File: src/rtl/pc_fetch_unit_pkg.sv
// Shared definitions for the fetch sequencer: default widths, state encoding
// and the default branch-offset table.
package pc_fetch_unit_pkg;

  localparam int unsigned DEF_PC_W      = 10;
  localparam int unsigned DEF_LUT_DEPTH = 32;
  localparam int unsigned DEF_CNT_W     = 16;
  localparam int unsigned LUT_IDX_W     = 5;

  typedef enum logic [1:0] {
    IDLE = 2'd0,
    RUN  = 2'd1,
    HALT = 2'd2
  } fetch_state_t;

  // Default offset table: entry i holds offset i+1. Programs supply their own
  // table through the LUT_INIT parameter of the top level.
  function automatic logic [DEF_LUT_DEPTH*DEF_PC_W-1:0] default_lut();
    logic [DEF_LUT_DEPTH*DEF_PC_W-1:0] lut;
    lut = '0;
    for (int unsigned i = 0; i < DEF_LUT_DEPTH; i++) begin
      lut[i*DEF_PC_W +: DEF_PC_W] = DEF_PC_W'(i + 1);
    end
    return lut;
  endfunction

endpackage

File: src/rtl/pc_fetch_unit_branch_lut.sv
// Combinational branch-offset ROM. Contents come in as a flattened parameter
// (entry i at bits [i*PC_W +: PC_W]) so program changes stay out of the RTL.
module pc_fetch_unit_branch_lut
  import pc_fetch_unit_pkg::*;
#(
  parameter int unsigned                   PC_W      = DEF_PC_W,
  parameter int unsigned                   LUT_DEPTH = DEF_LUT_DEPTH,
  parameter logic [LUT_DEPTH*PC_W-1:0]     LUT_INIT  = default_lut()
) (
  input  logic [LUT_IDX_W-1:0] idx,
  output logic [PC_W-1:0]      offs
);

  always_comb begin
    offs = LUT_INIT[idx*PC_W +: PC_W];
  end

endmodule

File: src/rtl/pc_fetch_unit.sv
// Program counter / fetch sequencer: run/halt control, next-PC selection with
// LUT-relative branches, and a saturating RUN-cycle counter.
module pc_fetch_unit
  import pc_fetch_unit_pkg::*;
#(
  parameter int unsigned               PC_W      = DEF_PC_W,
  parameter int unsigned               LUT_DEPTH = DEF_LUT_DEPTH,
  parameter logic [PC_W-1:0]           START_PC  = '0,
  parameter int unsigned               CNT_W     = DEF_CNT_W,
  parameter logic [LUT_DEPTH*PC_W-1:0] LUT_INIT  = default_lut()
) (
  input  logic             Clk,
  input  logic             Reset,
  input  logic             Start,
  input  logic             BaddEn,
  input  logic             BsubEn,
  input  logic             CondFlag,
  input  logic             Ack,
  input  logic [PC_W-1:0]  PCTarg,
  output logic [PC_W-1:0]  ProgCtr,
  output logic             Running,
  output logic             Done,
  output logic [CNT_W-1:0] CycleCnt
);

  fetch_state_t    state;
  logic [PC_W-1:0] offs;
  logic [PC_W-1:0] next_pc;
  logic            take_branch;
  logic            unused_targ;

  assign unused_targ = ^PCTarg[PC_W-1:LUT_IDX_W];

  pc_fetch_unit_branch_lut #(
    .PC_W      (PC_W),
    .LUT_DEPTH (LUT_DEPTH),
    .LUT_INIT  (LUT_INIT)
  ) u_branch_lut (
    .idx  (PCTarg[LUT_IDX_W-1:0]),
    .offs (offs)
  );

  // Both enables high is treated as "no branch" and falls through to +1.
  always_comb begin
    take_branch = (BaddEn ^ BsubEn) & CondFlag;
    next_pc     = ProgCtr + 1'b1;
    if (take_branch) begin
      next_pc = BaddEn ? (ProgCtr + offs) : (ProgCtr - offs);
    end
  end

  always_ff @(posedge Clk) begin
    if (Reset) begin
      state    <= IDLE;
      ProgCtr  <= START_PC;
      Running  <= 1'b0;
      Done     <= 1'b0;
      CycleCnt <= '0;
    end else begin
      unique case (state)
        IDLE, HALT: begin
          if (Start) begin
            state    <= RUN;
            ProgCtr  <= START_PC;
            CycleCnt <= '0;
            Running  <= 1'b1;
            Done     <= 1'b0;
          end
        end
        RUN: begin
          if (CycleCnt != '1) begin
            CycleCnt <= CycleCnt + 1'b1;
          end
          // Ack freezes the PC so the final address stays readable in HALT.
          if (Ack) begin
            state   <= HALT;
            Running <= 1'b0;
            Done    <= 1'b1;
          end else begin
            ProgCtr <= next_pc;
          end
        end
        default: begin
          state   <= IDLE;
          Running <= 1'b0;
          Done    <= 1'b0;
        end
      endcase
    end
  end

endmodule
File: config.mk
export PLATFORM = sky130hd
export DESIGN_NAME = pc_fetch_unit
export DESIGN_NICKNAME = d
export VERILOG_FILES = /design/src/rtl/pc_fetch_unit_pkg.sv /design/src/rtl/pc_fetch_unit_branch_lut.sv /design/src/rtl/pc_fetch_unit.sv
export SDC_FILE = /design/constraint.sdc
export NUM_CORES = 1
export LEC_CHECK = 0
export CAP_MARGIN = 20
export CORE_ASPECT_RATIO = 1.75
export CORE_MARGIN = 2
export CORE_UTILIZATION = 45
export CTS_BUF_LIST = sky130_fd_sc_hd__clkbuf_2
export DETAILED_ROUTE_END_ITERATION = 10
export MAX_ROUTING_LAYER = met4
export PLACE_DENSITY = 0.73
export SLEW_MARGIN = 20
export SYNTH_ARGS = -nofsm -noshare
export SYNTH_HDL_FRONTEND = slang
export SYNTH_SLANG_ARGS = --single-unit
File: constraint.sdc
create_clock -name Clk -period 7.9 [get_ports Clk]
set_input_delay 1.58 -clock Clk [delete_from_list [all_inputs] [get_ports Clk]]
set_output_delay 1.58 -clock Clk [all_outputs]
set_load 0.05 [all_outputs]
==> flow_summary.json <==
{
  "status": "finished clean",
  "cts_buffers": 5,
  "grt.overflow.total": 0,
  "drv_cap": 0,
  "maxSlewHeadroom_pct": 32.1,
  "report.final.setup_viol": 0,
  "syn-num-nets": 269,
  "drive_above_1_share_pct": 6.16,
  "cp.required_ns": 8.13,
  "final_cell_mix": "43 x nor2_1, 39 x clkdlybuf4s50_1, 29 x dfxtp_1",
  "worst_slew_pin_slew_ns": 1.02,
  "post-place-ws_ns": 3.02,
  "ant_nets": 0,
  "areaGrowthSynthToFinish_pct": 23.5,
  "via_per_inst": 5.60,
  "post-route-drc-count": 0,
  "layout.nets": 306,
  "worst-r2r-cell-count": 8,
  "clk_path_buf_depth": 2,
  "yosysSeqAreaShare_pct": 30.4,
  "antenna_found_initial": 0,
  "crit_type": "input pin to flip-flop",
  "powerDensity_mw_per_mm2": 121,
  "start_util_pct": 46.4,
  "track_usage_pct": 20.2,
  "min_path_type": "flip-flop to flip-flop",
  "finalWeightedCongestion": 0.784,
  "grt_max_degree": 20,
  "synth.avg_cell_area_sq_um": 8.02,
  "max_freq_mhz": 221,
  "drtIter0Drc": 37,
  "syn-instance-count": 238,
  "clock_sinks": 29,
  "synth.distinct_cells": 42,
  "yosysWarnings": 0,
  "portBuffers": 39,
  "synth_area_sq_mm": 0.00191,
  "route.final.wire_length_mm": 4.33,
  "cts_hold_buf": 0,
  "setup_ws_ns": 3.38,
  "antennaDiodeCount": 0,
  "r2r_setup_slack_ns": 5.59,
  "synth_seq_cells": 29,
  "first_pass_iters": 4,
  "cts_setup_buffers": 0,
  "fp.dieArea_sq_mm": 0.00480,
  "cp_max_fo": 5,
  "hold_depth": 2,
  "end_kind": "flip-flop",
  "rsz0062_at_grt": "false",
  "cts_resized": 0,
  "nFillCells": 414,
  "clockRootBuffer": "clkbuf_2",
  "setup_tns_ns": 0,
  "num_rows": 31,
  "vias": 1819,
  "crit_path_start_kind": "input pin",
  "hpwl_mm": 3.39,
  "core_sq_mm": 0.00411,
  "avgRoutedWirePerCell_um": 13.3,
  "ios": 45,
  "clk_pin_slew_ns": 0.14,
  "die_h_um": 90.1,
  "clock_latency_ns": 0.35,
  "skew_ns": 0.00753,
  "final_max_slew_viol_count": 0,
  "final_common_cell": "nor2_1",
  "finalHoldViolations": 0,
  "grt_pass1_wl_mm": 7.30,
  "post-route-min-period_ns": 4.52,
  "irDropWorstVdd_mv": 0.0852,
  "h-tree-depth": 2,
  "tritoncts": "yes",
  "worstPathArrival_ns": 4.75,
  "fin_crit_sh_pct": 57.3,
  "die_w_um": 53.2,
  "power_leakage_nw": 0.914,
  "grt_pass1_vias": 1729
}
-- final timing paths --
| kind | from | end |
|---|---|---|
| worst min register to register | ProgCtr[0]$_SDFFE_PP0P_ | ProgCtr[0]$_SDFFE_PP0P_ |
| worst max register to register | ProgCtr[0]$_SDFFE_PP0P_ | ProgCtr[8]$_SDFFE_PP0P_ |
| worst min-delay path | ProgCtr[0]$_SDFFE_PP0P_ | ProgCtr[0]$_SDFFE_PP0P_ |
| worst max-delay path | PCTarg[0] | ProgCtr[8]$_SDFFE_PP0P_ |
-- power by group --
group	switching [W]	internal (W)	leakage, nW
logic	0.0000355	0.0000222	0.647
registers	0.00000242	0.000149	0.234
clock network	0.0000493	0.0000261	0.0332
-- layout make-up --
class / instances / area, sq um / area share [%]
repair buffers: 39 / 390 / 16.6
flip-flops and latches: 29 / 581 / 24.6
well taps: 49 / 61.3 / 2.60
clock buffers: 8 / 40.0 / 1.70
multi-input cells: 194 / 1260 / 53.6
inverters: 6 / 22.5 / 0.955
-- registers in the layout (all words and copies together) (netlist names) --
signal,cells
ProgCtr,10
CycleCnt,16
state,1
Done,1
Running,1
-- stage by stage --
step,std cells,cell area (sq um),utilization (%),power [W],hold WS (ns)
2_1_floorplan,238,1910,-,0.000195,0.507
4_1_cts,325,2360,57.3,0.000288,0.510
6_report,325,2360,57.3,0.000284,0.508
3_5_place_dp,317,2320,56.4,0.000212,0.488
5_1_grt,325,2360,57.3,0.000301,0.540
3_3_place_gp,317,2320,56.4,0.000211,0.486
-- worst max-delay path: stages --
cell and delay, ns:
clkdlybuf4s50_1 0.49, ha_1 0.37, nor2b_1 0.33, a21oi_1 0.13, o32ai_1 0.28, xnor2_1 0.16
nor2_1 0.06, ha_1 0.34, a21oi_1 0.23, o21ai_0 0.18, o41ai_1 0.35, xor2_1 0.19
o31ai_1 0.07
-- logic make-up after synthesis --
family	after synthesis	share of synthesized area [%]
AND/OR/NAND/NOR	102	25.2
AO/OA/AOI/OAI	51	18.9
flip-flops	29	30.4
XOR/XNOR	26	11.9
buffers and inverters	15	3.41
adder cells (fa/ha/maj)	14	9.57
multiplexers	1	0.525
-- synthesized netlist by cell type (all sizes together) --
cell     number  area, sq um
nor2         43          161
dfxtp        29          581
a21oi        21          105
nand2        19         71.3
xor2         16          140
nand3        14         70.1
ha           13          163
xnor2        10         87.6
clkbuf        7         26.3
inv           6         22.5
o21ai         6         30.0
o2111ai       5         56.3
and3          4         25.0
nand2b        4         25.0
nor2b         4         25.0
a21o          3         22.5
and4          3         28.8
nand3b        3         22.5
o211ai        3         22.5
a31o          2         17.5
a31oi         2         12.5
a41oi         2         36.3
and2          2         15.0
buf           2         16.3
nor3          2         10.0
nor4          2         12.5
o31ai         2         15.0
a2111oi       1         8.76
a22o          1         8.76
fa            1         20.0
mux2i         1         10.0
o21bai        1         7.51
o32ai         1         8.76
o41ai         1         8.76
or2           1         6.26
or3b          1         8.76
-- routing by layer --
layer	vias up	wire (um)	GRT usage, %
li1	908	-	-
met1	864	1670	19.4
met2	41	2470	37.4
met3	6	136	3.65
met4	0	57	7.69
met5	-	0	-
(Power assumes the default switching activity.)
